### config.mk
export PLATFORM = sky130hd
export DESIGN_NAME = counter_model_step
export DESIGN_NICKNAME = d
export VERILOG_FILES = /design/src/rtl/counter_checker_model_step.sv
export SDC_FILE = /design/constraint.sdc
export NUM_CORES = 1
export LEC_CHECK = 0
export BUFFER_PORTS_ARGS = -buffer_cell sky130_fd_sc_hd__buf_2
export CORE_AREA = 3 3 40 42
export DETAILED_ROUTE_END_ITERATION = 8
export DIE_AREA = 0 0 43 45
export GPL_TIMING_DRIVEN = 0
export MAX_ROUTING_LAYER = met4
export PLACE_DENSITY = 0.3
export SLEW_MARGIN = 10
export SYNTH_ARGS = -nofsm -noshare
export SYNTH_HDL_FRONTEND = slang
export SYNTH_SLANG_ARGS = --single-unit
### constraint.sdc
create_clock -name vclk -period 0.8
set_input_delay 0.04 -clock vclk [all_inputs]
set_output_delay 0.04 -clock vclk [all_outputs]
set_load 0.05 [all_outputs]
### src/rtl/counter_checker_model_step.sv
// Reference next-state function of the monitored counter (pure combinational).
module counter_model_step #(
    parameter int WIDTH = 4
) (
    input  logic [WIDTH-1:0] cur_count,
    input  logic             cur_ovf,
    input  logic             mon_reset,
    input  logic             mon_enable,
    output logic [WIDTH-1:0] next_count,
    output logic             next_ovf
);

    always_comb begin
        next_count = cur_count;
        if (!mon_reset && mon_enable) begin
            next_count = cur_count + 1'b1;
        end

        // Reaching all-ones sets overflow even while mon_reset is asserted.
        if (cur_count == '1) begin
            next_ovf = 1'b1;
        end else if (mon_reset) begin
            next_ovf = 1'b0;
        end else begin
            next_ovf = cur_ovf;
        end
    end

endmodule

# == Yosys cells after proc, flatten, opt, wreduce, memory -nomap -nowiden ==
# Cells that the tools add are included.
# op_classes
n_div,0
bitwise,0
n_eq_ne,1
n_mul,0
reduce_logical,2
magnitude_cmp,0
muxes,3
n_addsub,1
n_shift,0
# ops
op,n
$add 4x1->4 const B,1
$eq 4x4->1 const B,1
$mux 4,1
$mux 1,2
$logic_and 1x1->1,1
$logic_not 1->1,1
# totals
mem_count,0
word_cells,7
latch_bits,0
mem_bits_rw,0
input_bits,7
output_inout_bits,5
romBits,0
register_bits,0

# == Logic depth before layout (Yosys ltp) ==
# Gate-level depths: netlist of run 1.
# depth
word_depth,3
depth_mapped,3
mapped_depth_nobuf,3

# == Worst setup path before layout of run 1 ==
# OpenSTA, ideal clock, no wires.
# synth_timing
kind,input to output
startpoint,input mon_reset
endpoint,output next_count[3]
stages,3
setup_slack_ns,-0.431
path_buffers,0
required_ns,0.760
t_arrival_ns,1.191
cell_sequence,and2b_2 -> nand4_1 -> xnor2_1
# synth_via
elab_chain_len,3
# synth_rtl
element,line,text
"start, declared",7,"input logic mon_reset,"
$logic_not 1->1,15,if (!mon_reset && mon_enable) begin
$logic_and 1x1->1,15,
$mux 4,15,
"end, declared",9,"output logic [WIDTH-1:0] next_count,"
# No other way between the ends.

# == Worst setup path after layout of run 1 ==
# layout_timing
startpoint,input mon_enable
endpoint,output next_count[2]
# layout_via
elab_chain_len,2
# layout_rtl
element,line,text
"start, declared",8,"input logic mon_enable,"
$logic_and 1x1->1,15,
$mux 4,15,
# No other way between the ends.

==> results_dict.tcl, run 1 <==
set metrics [dict create \
    io_pins 12 \
    grt_pass1_wl_um 503 \
    finalSetupTns_ps -139 \
    worst_pin_slew_ps 252 \
    slew_headroom_pct 83.3 \
    clock.fmax_mhz 1140 \
    grt.met3_usage_pct 0.797 \
    vias_per_cell 3.28 \
    num_vias 141 \
    wl_per_cell_um 7.33 \
    violations "setup timing" \
    crit_end "next_count[2]" \
    final_nets 38 \
    worst_ir_drop_vdd_uv 237 \
    grt_overflow 0 \
    io_buffer_count 12 \
    period_minus_slack_ps 876 \
    antenna_cells 0 \
    status "finished with violations" \
    p_leak_uw 0.000140 \
    drtIter0Drc 0 \
    start_util_pct 6.91 \
    syn_avg_cell_area_um2 6.35 \
    place_ws_ps -176 \
    grt_pass1_vias 133 \
    post_synth_main_area_contributors "xnor2_1 30%, nand2_1 17%, ha_1 14%" \
    first_pass_iters 1 \
    yosysMostFrequentCell "nand2_1" \
    antenna_found_initial 0 \
    drc 0 \
    gr-max-usage-layer "met2" \
    cap_violations 0 \
    clock_buffers 0 \
    critical_path_buf_inv_count 3 \
    setup_violations 2 \
    start_kind "input port" \
    synth_cells 14 \
    fp.dieW_um 43 \
    wl_um 315 \
    globalRouteMet2Util_pct 4.79 \
    crit_path_max_fanout 3 \
    slowest_stage "and2b_2" \
    synth_top_cell_area_share_pct 29.6 \
    grtUsageMet1_pct 4.53 \
    yosysUniqueCellTypes 9 \
    fp.dieArea_mm2 0.00194 \
    die_h_um 45 \
    regArea_um2 0 \
    num_rows 13 \
    holdCritPathClass "in -> out" \
    rsz0062_at_grt "yes" \
    yosysSeqAreaShare_pct 0 \
    area_delta_synth_final_pct 204 \
    cp_slowest_stage_delay_ps 210 \
    whs_path_depth 3 \
    crit_start "mon_enable" \
    routabilityCongestion 0.614 \
    cp.arrival_ps 840 \
    cellPowerDensity_mw_per_mm2 782 \
    yosysTopAreaCell "xnor2_1" \
    core_mm2 0.00128 \
    yosys_warnings 0 \
    flops_and_latches 0 \
    syn-num-nets 22 \
    finalHoldViolations 0 \
    track_usage_pct 3.16 \
    path_depth 6 \
    cp_cell_sequence "buf_2 -> and2b_2 -> buf_4 -> nand2_4 -> xnor2_4 -> buf_6" \
    drive_gt1_share_pct 75.0 \
    ant_nets 0 \
    slew_viol_final 0 \
    cp.required_ps 760 \
    grt_max_degree 4 \
    fin_ws_ps -76.4 \
    worstSetupEndpointType "primary output" \
    finalCritPeriodShare_pct 110 \
    cp_top_family "buffers and inverters" \
    yosys-top-cells-count "4 x nand2_1, 3 x xnor2_1" \
    syn_area_um2 88.8 \
    path_class "in -> out" \
]
## stage by stage
step                utilization (%)  cell area [µm²]  hold WS [ps]  cells  total power, µW
CTS                            18.4              236           402     42              194
floorplan                         -              126           213     14              121
detailed placement             16.0              205           436     41              172
finish                         21.0              270           411     43              211
global placement               16.0              205           430     41              171
global route                   21.0              270           437     43              225
## routing by layer
layer,up-vias,part of all wire (%)
met5,-,0
met4,0,0
met3,0,16
met2,9,45
met1,56,38
li1,76,-
## how the worst min path moves through the flow
stage / startpoint / to / slack, ps
floorplan: cur_count[2] / next_count[2] / 210
finish: cur_count[3] / next_count[3] / 410
detailed placement: mon_reset / next_ovf / 440
CTS: cur_count[3] / next_count[3] / 400
global route: cur_count[3] / next_count[3] / 440
global placement: mon_reset / next_ovf / 430
## where the power goes
part	total (µW)	switching [µW]	leakage [µW]	internal, µW
logic	211	124	0.000140	87.8
clock network	0	0	0	0
registers	0	0	0	0
## cell families (layout without fill, tap and decap cells)
| family | count (synthesis) | count (layout) | share of synthesized area, % |
|---|---|---|---|
| AOI/OAI and AO/OA | 1 | 1 | 5.63 |
| xor gates and xnor gates | 3 | 3 | 29.6 |
| adders and majority gates | 1 | 1 | 14.1 |
| buffers and inverters | 1 | 15 | 4.22 |
| and+or+nand+nor | 8 | 8 | 46.5 |
## timing repair
item | in CTS | in global routing
buffers inserted | 1 | 1
endpoints found under the setup margin | 4 | 3
pin swaps | 2 | 3
hold buffers | 0 | 0
resized for setup | 7 | 6
## cell type report
class / count / area (µm²)
tap: 15 / 18.8
inverter: 1 / 3.75
timing repair buffer: 14 / 105
multi-input combinational: 13 / 143
fill: 146 / 1010
## cells in the final DEF, fill, tap and decap left out, drive strengths merged
| cell type | count |
|---|---|
| and2b | 1 |
| buf | 14 |
| ha | 1 |
| inv | 1 |
| nand2 | 4 |
| nand2b | 1 |
| nand3 | 1 |
| nand4 | 1 |
| o21ai | 1 |
| xnor2 | 3 |
No activity file was read; power rests on OpenSTA's default activity.
==> inputs of run 2 (changes only) <==
Settings changed: ABC_AREA from default to 1, GPL_TIMING_DRIVEN 0 to 1.
==> results_dict.tcl, run 2 <==
set metrics [dict create \
    yosys_warnings 0 \
    status "complete, no violations" \
    grt_pass1_vias 157 \
    drtIter0Drc 1 \
    synth_top_cell_area_share_pct 33.0 \
    start_util_pct 8.86 \
    routed.top_layer "met3" \
    final_cell_mix "10 x nand2_1, 8 x buf_2, 4 x buf_4, 3 x nand3_1, 3 x buf_6" \
    flops_and_latches 0 \
    die_h_um 45 \
    syn_avg_cell_area_um2 4.95 \
    slew_headroom_pct 83.6 \
    core_mm2 0.00128 \
    worstSetupEndpointType "primary output" \
    fp.dieArea_mm2 0.00194 \
    yosysMostFrequentCell "nand2_1" \
    p_leak_uw 0.000142 \
    worst_pin_slew_ps 248 \
    wl_per_cell_um 6.83 \
    finalSetupTns_ps 0 \
    cp_slowest_stage_delay_ps 300 \
    slew_viol_final 0 \
    io_pins 12 \
    yosysUniqueCellTypes 10 \
    cp.required_ps 760 \
    min_from "cur_ovf" \
    cp_top_family "adder cells" \
    ant_nets 0 \
    dp_hpwl_um 341 \
    cellPowerDensity_mw_per_mm2 765 \
    cp_cell_sequence "buf_2 -> ha_2 -> nand2_1 -> nand2_1 -> buf_6" \
    area_delta_synth_final_pct 116 \
    fp.dieW_um 43 \
    crit_start "cur_count[1]" \
    drc 0 \
    final_nets 48 \
    period_minus_slack_ps 774 \
    track_usage_pct 3.85 \
    drive_gt1_share_pct 52.6 \
    syn_area_um2 114 \
    wl_um 362 \
    grt_max_degree 6 \
    io_buffer_count 12 \
    rsz0062_at_grt "yes" \
    num_rows 13 \
    fin_ws_ps 26.1 \
    grt_pass1_wl_um 614 \
    slowest_stage "ha_2" \
    yosysTopAreaCell "nand2_1" \
    yosys-top-cells-count "10 x nand2_1, 3 x inv_1, 3 x nand3_1" \
    synth_cells 23 \
    final_common_cell "nand2_1" \
    place_ws_ps -44.2 \
    post_synth_main_area_contributors "nand2_1 33%, nand3_1 13%, ha_1 11%" \
    clock_buffers 0 \
    cp.arrival_ps 730 \
    finalHoldViolations 0 \
    first_pass_iters 2 \
    wl_met3_um 63 \
    regArea_um2 0 \
    routabilityCongestion 0.583 \
    hold_buffers 0 \
    setup_violations 0 \
    clock.fmax_mhz 1290 \
    grt_overflow 0 \
    worst_ir_drop_vdd_uv 224 \
    met1Wirelength_um 172 \
    finalCritPeriodShare_pct 96.7 \
    crit_path_max_fanout 3 \
    path_class "in -> out" \
    critical_path_buf_inv_count 2 \
    holdCritPathClass "in -> out" \
    cap_violations 0 \
    num_vias 178 \
    vias_per_cell 3.36 \
    cpMostUsedCell "nand2_1" \
    start_kind "input port" \
    yosysSeqAreaShare_pct 0 \
    antenna_cells 0 \
    syn-num-nets 31 \
    antenna_found_initial 0 \
    wl_met2_um 126 \
]
[run 2: changes by cell type in the layout (fill, tap and decap cells not counted), sizes merged, moves of 2 or more]
cell | before | now
xnor2 | 3 | 0
nand3 | 1 | 3
inv | 1 | 4
nand2 | 4 | 11
[run 2: path summary, 6_finish.rpt]
path	slack, ps	cells past startpoint	endpoint
max	30	5	next_count[1]
min	440	4	next_ovf
[run 2: where the power goes]
group          leakage (µW)  switching [µW]  internal [µW]  total [µW]
clock                     0               0              0           0
sequential                0               0              0           0
combinational      0.000142             119           69.5         189
[run 2: metal layers]
metal	vias to the layer above	track usage (%)
li1	100	-
met1	68	5.73
met2	10	5.39
met3	0	1.20
met4	0	0
met5	-	-
[run 2: layout make-up]
cell class / instances / area (µm²)
Timing Repair Buffer: 15 / 104
Tap cell: 15 / 18.8
Multi-Input combinational cell: 19 / 109
Inverter: 4 / 15.0
Fill cell: 158 / 1040
[run 2: tightest hold or removal path: stages]
cell	delay (ps)
buf_2	70
nand2_1	40
nand2_1	60
buf_4	190
[run 2: cells by family (layout without fill, tap and decap cells)]
logic type               Yosys count  count (layout)  synth area share (%)
buffers and inverters              4              19                  13.2
AO/OA/AOI/OAI                      1               1                  6.60
adder cells (fa/ha/maj)            1               1                  11.0
AND/OR/NAND/NOR                   16              16                  61.5
XOR/XNOR                           1               1                  7.69
[run 2: repair_timing]
action / CTS / global route
gates resized for setup: 3 / 7
pin swaps: 0 / 2
setup buffers: 0 / 0
endpoints found under the setup margin: 3 / 4
[run 2: through the flow]
stage | utilization, % | instance area, µm² | cells | power (µW) | hold slack, ps
floorplan | - | 121 | 23 | 113 | 376
global placement | 17.3 | 223 | 53 | 172 | 473
detailed placement | 17.3 | 223 | 53 | 171 | 467
CTS | 17.9 | 230 | 53 | 178 | 469
global route | 19.2 | 246 | 53 | 203 | 479
finish | 19.2 | 246 | 53 | 189 | 438
==> inputs of run 3 (changes only) <==
Settings changed: PLACE_DENSITY 0.3 to default, PLACE_DENSITY_LB_ADDON from default to 0.08.
==> results_dict.tcl, run 3 (same netlist as run 2, synthesis figures left out) <==
set metrics [dict create \
    antenna_cells 0 \
    grt_overflow 0 \
    slew_headroom_pct 83.6 \
    cp.arrival_ps 700 \
    gr-max-usage-layer "met2" \
    first_pass_iters 2 \
    hold_path_end "next_ovf" \
    dp.cells 51 \
    crit_start "cur_count[1]" \
    status "complete, no violations" \
    crit_path_max_fanout 4 \
    io_buffer_count 12 \
    final_nets 46 \
    rsz0062_at_grt "no" \
    hold_buffers 0 \
    fp.dieArea_mm2 0.00194 \
    place_ws_ps -34.5 \
    routabilityCongestion 0.605 \
    num_rows 13 \
    grt_pass1_vias 146 \
    grtUsageMet1_pct 5.02 \
    flops_and_latches 0 \
    slew_viol_final 0 \
    ant_nets 0 \
    p_leak_uw 0.000135 \
    place_area_um2 208 \
    finalHoldViolations 0 \
    wl_um 353 \
    fp.dieW_um 43 \
    p_switching_uw 120 \
    cts_setup_buffers 0 \
    num_vias 175 \
    cp_slowest_stage_delay_ps 250 \
    regArea_um2 0 \
    globalRouteMet2Util_pct 5.69 \
    switching_share_pct 64.1 \
    final_common_cell "nand2_1" \
    grt_pass1_wl_um 579 \
    min_from "cur_ovf" \
    whs_path_depth 4 \
    fin_cells 51 \
    io_pins 12 \
    cpMostUsedCell "nand2_1" \
    whs_ps 436 \
    clockPowerShare_pct 0 \
    dp_hpwl_um 321 \
    grt_max_degree 6 \
    worstSetupEndpointType "primary output" \
    period_minus_slack_ps 738 \
    holdCritPathClass "in -> out" \
    start_util_pct 8.86 \
    post-route-cell-area_um2 244 \
    die_h_um 45 \
    track_usage_pct 3.68 \
    cap_violations 0 \
    drive_gt1_share_pct 50.0 \
    critical_path_buf_inv_count 2 \
    area_delta_synth_final_pct 114 \
    finalCritPeriodShare_pct 92.2 \
    core_mm2 0.00128 \
    p_int_uw 67.2 \
    clock_buffers 0 \
    worst_ir_drop_vdd_uv 140 \
    start_kind "input port" \
    clock.fmax_mhz 1360 \
    cellPowerDensity_mw_per_mm2 767 \
    p_seq_share_pct 0 \
    antenna_found_initial 0 \
    slowest_stage "ha_4" \
    cp_cell_sequence "buf_4 -> ha_4 -> nand2_1 -> nand2_1 -> buf_6" \
    grt.met3_usage_pct 1.20 \
    drtIter0Drc 2 \
    worst_pin_slew_ps 248 \
    path_class "in -> out" \
    vias_per_cell 3.43 \
    drc 0 \
    p_comb_share_pct 100.0 \
    setup_violations 0 \
    cp_top_family "buffers and inverters" \
    fin_ws_ps 62.4 \
    final_cell_mix "10 x nand2_1, 7 x buf_2, 3 x nand3_1, 3 x buf_4, 3 x buf_6" \
    cp.required_ps 760 \
    wl_per_cell_um 6.92 \
]
==> run 3: changes by cell type in the layout (fill, tap and decap cells not counted), sizes merged <==
cell  previous run  this run
buf             15        13
==> run 3: cell type report <==
type	instances	area, µm²
timing repair buffer	13	91.3
tap	15	18.8
fill	150	1040
inverter	4	15.0
multi-input combinational	19	119
==> run 3: what timing repair did <==
item	4_1_cts	5_1_grt
resized for setup	3	9
endpoints found under the setup margin	3	4
pin swaps	0	2
==> run 3: tightest hold or removal path: stages <==
cell and delay [ps]:
buf_2 70, nand2_1 40, nand2_1 50, buf_4 180
==> run 3: worst max-delay path by stage <==
stage | slack [ps] | end | cells past startpoint
2_1_floorplan | 80 | next_count[2] | 4
3_3_place_gp | -30 | next_count[2] | 7
3_5_place_dp | -30 | next_count[2] | 6
4_1_cts | 20 | next_ovf | 5
5_1_grt | 3 | next_count[2] | 8
6_report | 60 | next_count[1] | 5
==> run 3: routing by layer <==
layer,share of wire [%],vias to the layer above
li1,-,97
met1,47,69
met2,39,9
met3,14,0
met4,0,0
met5,0,-
==> run 3: power groups by stage <==
stage          logic, µW  clock network, µW  registers [µW]
2_1_floorplan        113                  0               0
3_3_place_gp         164                  0               0
6_report             187                  0               0
5_1_grt              203                  0               0
3_5_place_dp         163                  0               0
4_1_cts              171                  0               0
==> run 3: through the flow <==
| step | util (%) | total power, µW | TNS [ps] |
|---|---|---|---|
| 2_1_floorplan | - | 113 | 0 |
| 5_1_grt | 19.0 | 203 | 0 |
| 3_5_place_dp | 16.2 | 163 | -81.6 |
| 4_1_cts | 16.7 | 171 | 0 |
| 6_report | 19.0 | 187 | 0 |
| 3_3_place_gp | 16.2 | 164 | -76.2 |
